<file path="src/rtl/dmem_port_arbiter.sv">
// Round-robin arbiter sharing one synchronous-read DMEM port between the core
// MEM stage (port 0) and the UART program loader (port 1), with a loader burst lock.
module dmem_port_arbiter #(
    parameter int AW = 14
) (
    input  logic          clk,
    input  logic          rst,
    input  logic          c_req_valid,
    output logic          c_req_ready,
    input  logic [31:0]   c_req_addr,
    input  logic [3:0]    c_req_wmask,
    input  logic [31:0]   c_req_wdata,
    input  logic          l_req_valid,
    output logic          l_req_ready,
    input  logic [31:0]   l_req_addr,
    input  logic [3:0]    l_req_wmask,
    input  logic [31:0]   l_req_wdata,
    input  logic          l_lock,
    output logic          c_rsp_valid,
    output logic [31:0]   c_rsp_rdata,
    output logic          l_rsp_valid,
    output logic [31:0]   l_rsp_rdata,
    output logic          c_stall,
    output logic          dmem_en,
    output logic [3:0]    dmem_we,
    output logic [AW-1:0] dmem_addr,
    output logic [31:0]   dmem_din,
    input  logic [31:0]   dmem_dout,
    output logic          dbg_state
);

    // Handshake: a request transfers in any cycle where valid and ready are both
    // high; ready never depends on a response signal, and an ungranted requester
    // holds its request unchanged until it sees ready.

    typedef enum logic {
        ARB    = 1'b0,
        LOCKED = 1'b1
    } arb_state_t;

    arb_state_t state, state_next;
    logic       last_grant;
    logic [1:0] rsp_pend;
    logic       grant_c, grant_l;
    logic       arb_open;

    always_ff @(posedge clk) begin
        if (!rst) begin
            state      <= ARB;
            last_grant <= 1'b1;
            rsp_pend   <= 2'b00;
        end else begin
            state <= state_next;
            if (grant_c) begin
                last_grant <= 1'b0;
            end else if (grant_l) begin
                last_grant <= 1'b1;
            end
            rsp_pend <= {grant_l & ~|l_req_wmask, grant_c & ~|c_req_wmask};
        end
    end

    // Dropping l_lock while LOCKED reopens arbitration in that same cycle.
    assign arb_open = (state == ARB) || !l_lock;

    always_comb begin
        grant_c    = 1'b0;
        grant_l    = 1'b0;
        state_next = state;
        if (rst) begin
            if (arb_open) begin
                if (c_req_valid && l_req_valid) begin
                    grant_c = last_grant;
                    grant_l = ~last_grant;
                end else begin
                    grant_c = c_req_valid;
                    grant_l = l_req_valid;
                end
                state_next = (grant_l && l_lock) ? LOCKED : ARB;
            end else begin
                grant_l = l_req_valid;
            end
        end
    end

    always_comb begin
        dmem_en   = 1'b0;
        dmem_we   = 4'b0000;
        dmem_addr = '0;
        dmem_din  = 32'h0;
        if (grant_c) begin
            dmem_en   = 1'b1;
            dmem_we   = c_req_wmask;
            dmem_addr = c_req_addr[AW+1:2];
            dmem_din  = c_req_wdata;
        end else if (grant_l) begin
            dmem_en   = 1'b1;
            dmem_we   = l_req_wmask;
            dmem_addr = l_req_addr[AW+1:2];
            dmem_din  = l_req_wdata;
        end
    end

    assign c_req_ready = grant_c;
    assign l_req_ready = grant_l;
    assign c_stall     = rst & c_req_valid & ~grant_c;

    assign c_rsp_valid = rst & rsp_pend[0];
    assign l_rsp_valid = rst & rsp_pend[1];
    assign c_rsp_rdata = c_rsp_valid ? dmem_dout : 32'h0;
    assign l_rsp_rdata = l_rsp_valid ? dmem_dout : 32'h0;

    assign dbg_state = state;

    // Region decode happens upstream, so the outer and byte-offset address bits are dropped.
    logic unused_addr_bits;
    assign unused_addr_bits = ^{c_req_addr[31:AW+2], c_req_addr[1:0],
                                l_req_addr[31:AW+2], l_req_addr[1:0]};

endmodule

</file>
<file path="config.mk">
export PLATFORM = sky130hd
export DESIGN_NAME = dmem_port_arbiter
export DESIGN_NICKNAME = d
export VERILOG_FILES = /design/src/rtl/dmem_port_arbiter.sv
export SDC_FILE = /design/constraint.sdc
export NUM_CORES = 1
export LEC_CHECK = 0
export BUFFER_PORTS_ARGS = -buffer_cell sky130_fd_sc_hd__buf_2
export CAP_MARGIN = 20
export CORE_AREA = 2 2 115 117
export CTS_BUF_LIST = sky130_fd_sc_hd__clkbuf_8 sky130_fd_sc_hd__clkbuf_16
export DETAILED_ROUTE_END_ITERATION = 8
export DIE_AREA = 0 0 117 119
export PLACE_DENSITY_LB_ADDON = 0.12
export SKIP_CTS_REPAIR_TIMING = 1
export SLEW_MARGIN = 40
export SYNTH_ARGS = -nofsm -noshare
export SYNTH_HDL_FRONTEND = slang
export SYNTH_SLANG_ARGS = --single-unit
</file>
<file path="constraint.sdc">
create_clock -name clk -period 1.9 [get_ports clk]
set_input_delay 0.38 -clock clk [delete_from_list [all_inputs] [get_ports clk]]
set_output_delay 0.38 -clock clk [all_outputs]
set_load 0.03 [all_outputs]
</file>
; ---- Word-level counts from Yosys, hierarchy flattened
; Index checks and enable logic that the tools add are counted.
; W data, S select, Z words.
[word_totals]
word_cells = 42
in_bits = 173
ff_bits = 4
out_inout_bits = 121
[op_classes]
bitwise_logic = 9
n_reduce_logical = 9
muxes = 21
[ops]
columns = op, n
row1 = $mux W32, 4
row2 = $mux W14, 2
row3 = $mux W1, 13
row4 = $mux W4, 2
row5 = $reduce_or A4 Y1, 2
row6 = $and A1 B1 Y1, 6
row7 = $logic_not A1 Y1, 3
row8 = $not A1 Y1, 3
row9 = $logic_and A1 B1 Y1, 2
row10 = $reduce_bool A2 Y1, 1
row11 = $logic_or A1 B1 Y1, 1

; ---- Longest topological paths before layout
; Gate-level depths: netlist (run 1).
[logic_depth]
word_depth = 8
mapped_depth = 5
mapped_depth_nobuf = 3

; ---- Worst setup path after synthesis (run 1)
; No wires, ideal clock.
[synth_timing]
path_kind = register to output
startpoint = reg state (netlist: dbg_state)
endpoint = out dmem_addr[10]
t_required_ns = 1.520
path_stages_with_launch = 5
arrival_time_ns = 1.528
path_slack_ns = -0.008
path_buffers = 1
path_cell_list = dfxtp_1 > a21boi_2 > a21oi_2 > buf_2 > a22o_1
[synth_via]
elab_chain_cells = 6
word_cells_on_any_way = 8
classes_between = mux: 6 / bitwise: 1 / reduce/logical: 1
[synth_rtl]
columns = item, line
row1 = from (decl), 41  ; arb_state_t state, state_next;
row2 = from (signal assigned), 53  ; state <= state_next;
row3 = $not A1 Y1, 64  ; assign arb_open = (state == ARB) || !l_lock;
row4 = $logic_or A1 B1 Y1, 64
row5 = $mux W1, 71  ; if (arb_open) begin
row6 = $mux W1, 70  ; if (rst) begin
row7 = via l_req_ready, 14  ; output logic l_req_ready,
row8 = $mux W14, 96  ; end else if (grant_l) begin
row9 = $mux W14, 91  ; if (grant_c) begin
row10 = to (decl), 26  ; output logic [AW-1:0] dmem_addr,
; The timed path passes the listed nets, and every way through them passes these cells.

; ---- Worst setup path after layout (run 1)
[layout_timing]
startpoint = reg state (netlist: dbg_state)
endpoint = out dmem_en
[layout_via]
elab_chain_cells = 6
word_cells_on_any_way = 8
classes_between = mux: 6 / bitwise: 1 / reduce/logical: 1
[layout_rtl]
columns = item, line
row1 = $not A1 Y1 *, 64
row2 = $logic_or A1 B1 Y1 *, 64
row3 = $mux W1, 71
row4 = $mux W1, 70
row5 = $mux W1, 96
row6 = $mux W1 *, 91
row7 = to (decl), 24  ; output logic dmem_en,
; Every way passes the cells marked *; elsewhere a longest branch is shown, timed or not.

==> flow_summary_export.csv, run 1 <==
group,metric,value,unit
timing,final_max_slew_viol_count,0,
run_status,status,"finished with violations",
placed_design,dpl_cell_area,2699,µm²
global_routing,grt_pass1_vias,2139,
worst_setup_path,rrSetupSlack,0.69,ns
run_status,violations,"setup timing",
timing,finalSetupViolations,34,
worst_hold_path,min_path_cells,3,
worst_setup_path,r2r_start,"dbg_state",
global_routing,grt-ovfl-total,0,
power_and_ir_drop,switching_share,37.70,%
worst_hold_path,hp-class,"primary input to flop",
synth,synthMuxAreaShare,0,%
cells_and_area,finalInstanceArea,3272,µm²
timing,worst_slew_pin_slew,0.3291,ns
worst_setup_path,startpoint_type,"flop",
synth,yosysWarnings,0,
timing,holdWs,0.4798,ns
worst_hold_path,whs_endpoint,"dbg_state",
power_and_ir_drop,p_sw,439.2,µW
worst_setup_path,cp_max_fo,13,
job,max_cap_viol_count,0,
power_and_ir_drop,p_leak,0.002088,µW
timing,fmax,516.0,MHz
route,postRouteAntennaNets,0,
power_and_ir_drop,power.internal,725.8,µW
clocking,cts_htree_levels,1,
timing,finalClockSkew,0.001279,ns
clocking,clk_latency,0.22,ns
synth,yosys_register_bits,4,
die,core,12870,µm²
synth,synthFlopType,"dfxtp_1",
timing,rsz0062_at_grt,"yes",
route,vias,2403,
global_routing,grt_pass1_wl,10090,µm
route,wl_per_cell,14.13,µm
synth,synth_top_cell_by_area,"a22o_1",
cells_and_area,num-fill-cells,1396,
placed_design,place_congestion,0.7371,
clocking,clk_pin_slew,0.03,ns
cells_and_area,area_delta_synth_final,175.6,%
worst_setup_path,ff2ff_path_depth,4,
synth,synth_fa_ha_area_share,0,%
worst_setup_path,endpoint_kind,"primary output",
timing,setup_slack,-0.03793,ns
power_and_ir_drop,seq_power_share,7.8,%
global_routing,grt_max_degree,69,
power_and_ir_drop,p_per_area,356.1,nW/µm²
cells_and_area,fin_util,25.41,%
synth,synth_simple_gate_area_share,41.10,%
route,firstDrtPassIters,4,
worst_hold_path,min_from,"l_req_valid",
power_and_ir_drop,ir_drop,0.1830,mV
synth,synthTopCellsByArea,"a22o_1, and3_1, dfxtp_1",
synth,async_reset_ff_share,0,%
die,start_util,9.223,%
timing,post-route-min-period,1.938,ns
synth,yosysMostFrequentCell,"and3_1",
placed_design,place_ws,-0.06082,ns
cells_and_area,drive_gt1_share,70.00,%
timing,final.period_utilization,102.0,%
cells_and_area,nNetsFinal,595,
route,drt_iter0_drc,39,
cells_and_area,fin_cells,597,
placed_design,dp_hpwl,6049,µm
worst_setup_path,crit_required,1.52,ns
global_routing,track_usage,8.984,%
global_routing,antenna_found_initial,2,
worst_setup_path,setup.worst_path.class,"flop to primary output",
synth,synth_compound_area_share,40.25,%
die,die_w,117,µm
synth,synthXorXnorAreaFrac,0,%
synth,synth_cell_types,19,
synth,netlist_area,1187,µm²
route,drt_wl_total,8436,µm
synth,syn_avg_cell_area,7.240,µm²
synth,synth_top_family_by_area,"simple AND/OR/NAND/NOR gates",
worst_setup_path,arrival,1.56,ns
synth,synth_top_area_share,36.88,%
route,drc,0,
synth,yosysSeqAreaShare,6.744,%
synth,synth_common_cells,"and3_1, a22o_1, clkbuf_1",
clocking,cts.sinks,4,
die,ios,294,
die,die_y,119,µm
worst_setup_path,rr_endpoint,"rsp_pend[0]",
clocking,cts_tree,"done",
power_and_ir_drop,power_frac_comb,64.8,%
timing,hold_viol,0,
timing,relSlewSlack,77.85,%
power_and_ir_drop,clkPwrFrac,27.5,%
placed_design,dp_cells,585,
clocking,cts_buffers,3,
clocking,ctsLongestPathBuffers,2,
die,rows,42,
synth,synth_edf_count,0,
route,vias_per_cell,4.025,
synth,synth_cells,164,
synth,synth_nets,337,
placed_design,io_buffers,257,
die,dieArea,13920,µm²
clocking,cts_root_buf,"clkbuf_16",
per-layer routing:
metal | part of all wire, % | track usage [%] | vias up
met2 | 51 | 18.39 | 184
met5 | 0 | 0 | -
met4 | 0.75 | 1.324 | 0
met3 | 11 | 1.374 | 4
li1 | - | - | 1164
met1 | 38 | 9.487 | 1051
cell families (layout without fill, tap and decap cells):
group	after synthesis	count (layout)
DFF	4	4
other	0	1
AOI/OAI and AO/OA	56	56
buffers and inverters	24	280
and+or+nand+nor	80	80
layout make-up:
| cell class | instances | area (µm²) | area share (%) |
|---|---|---|---|
| Antenna cell | 1 | 2.502 | 0.07648 |
| Clock buffer | 3 | 75.07 | 2.294 |
| Multi-Input combinational cell | 136 | 1022 | 31.24 |
| Sequential cell | 4 | 81.33 | 2.486 |
| Tap cell | 176 | 220.2 | 6.730 |
| Timing Repair Buffer | 277 | 1871 | 57.17 |
critical path, stage by stage, from the launching register on:
cell	delay, ns
dfxtp_2	0.33
a21boi_4	0.17
buf_6	0.12
a21oi_4	0.06
buf_12	0.14
buf_12	0.15
or2_1	0.22
buf_6	0.14
worst max path at each step:
stage	start	end	slack, ns	depth (start not counted)
finish	dbg_state	dmem_en	-0.04	7
detailed placement	l_lock	dmem_din[17]	-0.06	6
global route	dbg_state	dmem_din[26]	-0.08	7
floorplan	dbg_state	dmem_addr[10]	0.06	4
global placement	l_lock	dmem_din[17]	-0.04	6
CTS	dbg_state	dmem_din[17]	-0.10	5
metrics by stage:
step	setup TNS, ns	total power, µW
6_report	-0.4250	1165
5_1_grt	-2.541	1226
3_5_place_dp	-1.222	686.3
4_1_cts	-3.145	1012
2_1_floorplan	0	422.8
3_3_place_gp	-0.3108	684.1
cells in the final DEF (no fill, tap or decap), drive strengths merged:
cell type / count
clkbuf: 11
o21ai: 1
a21oi: 4
and2: 3
or4: 1
nand2b: 1
or2: 1
nor2: 2
diode: 1
nor4: 1
nand2: 5
a22o: 50
buf: 269
and3: 65
dfxtp: 4
a21boi: 1
nor3: 1
sequential cells by signal, indices dropped and copies added (netlist names):
register	count
last_grant	1
dbg_state	1
rsp_pend	2
power groups by stage:
stage          logic [µW]  clock network (µW)  registers [µW]
2_1_floorplan         330                   0            93.3
3_3_place_gp          594                   0            90.3
3_5_place_dp          596                   0            90.3
4_1_cts               598                 325            89.2
5_1_grt               802                 333            90.6
6_report              754                 320            90.3
Note: power is estimated with default switching activity, not from simulation.
==> run 2, diff against run 1 <==
Settings changed: ABC_AREA from default to 1.
==> run 2 against run 1 <==
  * Clock skew hardly changed
  * Largest power group unchanged
  * Synthesized cell count increased by 88%
  * The run now ends clean
  * Routed wire length is 9.4% lower
  * Largest cell class unchanged
  * Clock power is 2% higher
  * Flip-flop and latch count unchanged
  * Sequential power shrank 0.7%
  * Global-route usage is essentially flat
  * Critical endpoint is now dmem_din[25]
  * Sequential share of layout area rose by 0.15 points
==> flow_summary_export.csv, run 2 <==
group,metric,value,unit
cells_and_area,largest_register,"rsp_pend",
worst_setup_path,crit_required,1.52,ns
route,firstDrtPassIters,4,
worst_setup_path,ff2ff_path_depth,6,
cells_and_area,fin_cells,731,
synth,synth_top_area_share,26.57,%
die,rows,42,
timing,tns,0,ns
synth,netlist_area,1498,µm²
worst_setup_path,cp_cell_sequence,"nand2_2 > nand4_4 > clkinv_8 > buf_12 > nand2_1 > nand2_1 > buf_2",
synth,yosysMostFrequentCell,"nand2_1",
worst_setup_path,rr_endpoint,"rsp_pend[1]",
clocking,clk_latency,0.22,ns
cells_and_area,num-fill-cells,1485,
route,vias_per_cell,3.885,
global_routing,grt_pass1_wl,10180,µm
worst_setup_path,r2r_start,"last_grant",
worst_hold_path,min_path_cells,4,
synth,yosys_register_bits,4,
global_routing,grt-ovfl-total,0,
worst_setup_path,cp_max_fo,16,
power_and_ir_drop,clkPwrFrac,30.2,%
worst_setup_path,rrSetupSlack,0.85,ns
timing,rsz0062_at_grt,"no",
power_and_ir_drop,ir_drop,0.2992,mV
timing,hold_viol,0,
timing,final.period_utilization,94.02,%
cells_and_area,fin_util,23.99,%
worst_hold_path,whs_endpoint,"rsp_pend[1]",
timing,relSlewSlack,73.61,%
die,ios,294,
die,die_y,119,µm
worst_setup_path,startpoint_type,"flop",
synth,synthTopCellsByArea,"nand2_1, nand4_1, nor2_1",
clocking,ctsLongestPathBuffers,2,
cells_and_area,n_antenna_cell,0,
worst_setup_path,critPathBufInv,3,
timing,worst_slew_pin_slew,0.3959,ns
route,wl_per_cell,10.45,µm
worst_setup_path,critPathTopFamily,"buffers and inverters",
global_routing,grt_max_degree,52,
die,core,12870,µm²
timing,final_max_slew_viol_count,0,
cells_and_area,drive_gt1_share,51.17,%
clocking,cts.sinks,4,
power_and_ir_drop,p_leak,0.002179,µW
job,max_cap_viol_count,0,
power_and_ir_drop,switching_share,43.87,%
route,drt_wl_total,7642,µm
cells_and_area,final_cell_mix,"buf_2, nand2_1, nor2_1",
placed_design,io_buffers,257,
global_routing,track_usage,8.973,%
worst_setup_path,crit_path_max_incr_delay,0.32,ns
synth,async_reset_ff_share,0,%
route,drc,0,
route,drt_iter0_drc,55,
worst_setup_path,endpoint_kind,"primary output",
clocking,cts_buffers,3,
die,start_util,11.63,%
global_routing,antenna_found_initial,0,
worst_hold_path,min_from,"l_req_wmask[0]",
die,die_w,117,µm
global_routing,grt_pass1_vias,2303,
placed_design,dp_hpwl,5944,µm
synth,synthFlopType,"dfxtp_1",
clocking,cts_root_buf,"clkbuf_16",
timing,post-route-min-period,1.786,ns
synth,synth_common_cells,"nand2_1, nor2_1, nand4_1",
synth,yosysWarnings,0,
worst_setup_path,cp_common_cell,"nand2_1",
cells_and_area,nNetsFinal,730,
worst_hold_path,hp-class,"primary input to flop",
worst_setup_path,arrival,1.41,ns
cells_and_area,area_delta_synth_final,106.3,%
run_status,status,"completed",
clocking,cts_htree_levels,1,
cells_and_area,largest_reg_flops,2,
synth,synth_cells,308,
synth,synth_nets,481,
placed_design,dp_cells,727,
synth,synth_cell_types,19,
synth,syn_avg_cell_area,4.863,µm²
die,dieArea,13920,µm²
synth,synth_top_cell_by_area,"nand2_1",
power_and_ir_drop,power_frac_comb,61.4,%
cells_and_area,layout_commonest_cell,"buf_2",
placed_design,place_congestion,0.6770,
power_and_ir_drop,power.internal,603.4,µW
route,vias,2840,
clocking,clk_pin_slew,0.03,ns
timing,finalClockSkew,0.001603,ns
route,postRouteAntennaNets,0,
worst_setup_path,setup.worst_path.class,"flop to primary output",
timing,finalSetupViolations,0,
timing,fmax,559.8,MHz
power_and_ir_drop,seq_power_share,8.3,%
synth,yosysSeqAreaShare,5.347,%
clocking,cts_tree,"done",
worst_setup_path,slowest_stage,"dfxtp_2",
power_and_ir_drop,p_per_area,348.0,nW/µm²
power_and_ir_drop,p_sw,471.7,µW
synth,synth_edf_count,0,
==> run 2: changes by cell type in the layout (fill, tap and decap cells not counted), sizes merged, moves of 7 or more <==
| cell | delta |
|---|---|
| nand2 | +106 |
| nor2 | +70 |
| and3 | -65 |
| nand4 | +51 |
| a22o | -50 |
| inv | +37 |
| clkbuf | -7 |
==> run 2: worst min-delay path, stage by stage <==
cell	delay (ns)
buf_2	0.09
nor2_1	0.03
nand2_1	0.06
nor2_1	0.04
==> run 2: power by group through the flow <==
stage	Sequential [µW]	Clock (µW)	Combinational (µW)
global placement	90.6	0	652
finish	89.7	325	660
CTS	89.5	332	652
detailed placement	90.7	0	650
floorplan	92.2	0	388
global route	90.1	338	719
==> run 2: worst max-delay path by stage <==
stage | from | endpoint | cells after the start
2_1_floorplan | dbg_state | c_stall | 5
3_3_place_gp | l_lock | dmem_addr[0] | 8
3_5_place_dp | l_lock | dmem_din[30] | 8
4_1_cts | dbg_state | dmem_din[30] | 7
5_1_grt | last_grant | dmem_addr[3] | 8
6_report | dbg_state | dmem_din[25] | 7
==> run 2: cell families (layout without fill, tap and decap cells) <==
logic type / after synthesis / after routing / synth area share [%]
flip-flops: 4 / 4 / 5.347
AND/OR/NAND/NOR: 236 / 236 / 70.68
AO/OA/AOI/OAI: 2 / 2 / 0.8353
buffers and inverters: 66 / 313 / 23.14
==> run 2: final cells by class <==
class	count	area (µm²)	share of cell area (%)
Clock buffer	3	75.07	2.430
Inverter	38	155.1	5.022
Sequential cell	4	81.33	2.633
Timing Repair Buffer	272	1486	48.12
Multi-Input combinational cell	238	1071	34.67
Tap cell	176	220.2	7.128
==> run 2: metal layers <==
metal	global-route usage [%]	wire length [µm]	up-vias
met2	17.67	3857	163
met5	0	0	-
met4	1.103	30	0
met1	9.271	2902	1211
met3	2.850	851	4
li1	-	-	1462
==> run 2: per-stage QoR <==
step                hold slack [ns]  area, µm²  power, µW  setup slack, ns
floorplan                    0.5232       1498      480.7          0.08446
global placement             0.5782       2970      742.9          0.07089
detailed placement           0.5827       2970      740.6          0.06362
CTS                          0.4197       3045       1074        0.0009275
global route                 0.4427       3089       1147          0.01221
finish                       0.4235       3089       1075           0.1135
==> run 3, diff against run 2 <==
==> constraint.sdc (replaced) <==
create_clock -name clk -period 1.9 [get_ports clk]
set_input_delay 0.38 -clock clk [delete_from_list [all_inputs] [get_ports clk]]
set_output_delay 0.38 -clock clk [all_outputs]
set_load 0.05 [all_outputs]
==> run 3 against run 2 <==
  * Register-to-register slack better by 0.11 ns
  * Largest cell class unchanged
  * Routed wire length up 4.0%
  * Flip-flop and latch count unchanged
  * Critical endpoint is now dmem_addr[1]
  * Die area unchanged
  * Final cell count down 0.27%
==> flow_summary_export.csv, run 3 (synthesized netlist as in run 2, its figures left out) <==
group,metric,value,unit
route,drc,0,
global_routing,grt_pass1_vias,2528,
cells_and_area,largest_register,"rsp_pend",
clocking,ctsLongestPathBuffers,2,
placed_design,dp_cells,726,
cells_and_area,fin_cells,729,
clocking,cts.sinks,4,
timing,final_max_slew_viol_count,0,
clocking,clk_pin_slew,0.03,ns
cells_and_area,largest_reg_flops,2,
timing,finalSetupViolations,0,
worst_hold_path,min_path_cells,4,
placed_design,dpl_cell_area,3014,µm²
route,drt_wl_total,7944,µm
worst_hold_path,hp-class,"primary input to flop",
timing,worst_slew_pin_slew,0.2711,ns
route,firstDrtPassIters,4,
worst_setup_path,arrival,1.44,ns
timing,post-route-min-period,1.823,ns
run_status,status,"completed",
worst_setup_path,crit_required,1.52,ns
worst_setup_path,setup.worst_path.class,"flop to primary output",
die,ios,294,
clocking,cts_buffers,3,
placed_design,io_buffers,257,
die,rows,42,
cells_and_area,nNetsFinal,728,
worst_setup_path,cp_max_fo,29,
cells_and_area,drive_gt1_share,51.18,%
worst_setup_path,endpoint_kind,"primary output",
power_and_ir_drop,ir_drop,0.2275,mV
power_and_ir_drop,power.internal,638.7,µW
power_and_ir_drop,power_frac_comb,66.6,%
die,die_w,117,µm
clocking,cts_htree_levels,1,
global_routing,track_usage,10.07,%
cells_and_area,layout_commonest_cell,"buf_2",
placed_design,place_congestion,0.6969,
clocking,clk_latency,0.23,ns
timing,tns,0,ns
cells_and_area,final_cell_mix,"buf_2, nand2_1, nor2_1",
power_and_ir_drop,switching_share,49.07,%
timing,final.period_utilization,95.97,%
route,wl_per_cell,10.90,µm
route,vias_per_cell,3.907,
worst_setup_path,r2r_start,"last_grant",
die,core,12870,µm²
power_and_ir_drop,p_per_area,389.4,nW/µm²
die,start_util,11.63,%
timing,finalClockSkew,0.004399,ns
cells_and_area,n_antenna_cell,0,
die,die_y,119,µm
cells_and_area,finalInstanceArea,3221,µm²
power_and_ir_drop,seq_power_share,7.1,%
worst_hold_path,min_from,"l_req_wmask[1]",
timing,hold_viol,0,
power_and_ir_drop,p_sw,615.3,µW
power_and_ir_drop,clkPwrFrac,26.3,%
worst_setup_path,rr_endpoint,"rsp_pend[1]",
clocking,cts_tree,"done",
clocking,cts_root_buf,"clkbuf_16",
timing,fmax,548.4,MHz
cells_and_area,num-fill-cells,1473,
placed_design,dp_hpwl,6376,µm
global_routing,grt_max_degree,53,
route,postRouteAntennaNets,0,
job,max_cap_viol_count,0,
timing,relSlewSlack,81.93,%
timing,holdWs,0.4169,ns
worst_setup_path,startpoint_type,"flop",
global_routing,grt_pass1_wl,11430,µm
worst_setup_path,ff2ff_path_depth,5,
cells_and_area,area_delta_synth_final,115.0,%
worst_setup_path,rrSetupSlack,0.96,ns
die,dieArea,13920,µm²
route,vias,2848,
route,drt_iter0_drc,65,
global_routing,antenna_found_initial,0,
global_routing,grt-ovfl-total,0,
worst_hold_path,whs_endpoint,"rsp_pend[1]",
power_and_ir_drop,p_leak,0.002164,µW
[run 3: cell count changes in the layout (fill, tap and decap cells not counted), sizes merged]
cell and change:
buf -30, clkbuf +28, clkinv -1, inv +1
[run 3: power by group through the flow]
stage | combinational (µW) | sequential [µW] | clock [µW]
after floorplan | 525 | 94.0 | 0
after global placement | 793 | 90.6 | 0
after detailed placement | 794 | 90.7 | 0
after CTS | 797 | 89.7 | 337
after global routing | 897 | 90.0 | 337
final | 835 | 89.6 | 329
[run 3: worst max path at each step]
stage                start             to  slack, ns  cells past startpoint
2_1_floorplan    dbg_state  dmem_addr[10]       0.12                      6
3_3_place_gp   c_req_valid     dmem_we[3]       0.07                      8
3_5_place_dp   c_req_valid     dmem_we[3]       0.07                      8
4_1_cts         last_grant     dmem_we[2]     -0.003                      7
5_1_grt         last_grant   dmem_addr[8]      -0.01                      8
6_report        last_grant   dmem_addr[1]       0.08                      7
[run 3: critical path, cell delays in order, from the launching register on]
cell      delay, ns
dfxtp_1        0.29
inv_1          0.13
nor2_4         0.07
nand2_4        0.13
buf_12         0.19
nand4_1        0.09
nand2_1        0.08
clkbuf_4       0.23
[run 3: per-layer routing]
layer	vias to the layer above	track usage, %	wire length [µm]
li1	1459	-	-
met1	1232	10.67	3127
met2	155	19.87	4026
met3	2	2.290	765
met4	0	1.838	24
met5	-	0	0
[run 3: cell type report]
type	instances	area, µm²	share of cell area (%)
well taps	176	220.2	6.838
repair buffers	270	1620	50.31
inverters	38	145.1	4.507
clock buffers	3	75.07	2.331
multi-input cells	238	1079	33.49
flip-flops and latches	4	81.33	2.525
[run 3: stage by stage]
step           utilization, %  power (µW)  setup WS, ns
3_5_place_dp            23.41       884.5       0.07241
6_report                25.01        1254       0.07666
3_3_place_gp            23.41       883.6       0.06639
2_1_floorplan               -       618.7        0.1176
5_1_grt                 25.01        1324      -0.01035
4_1_cts                 23.99        1223     -0.002806
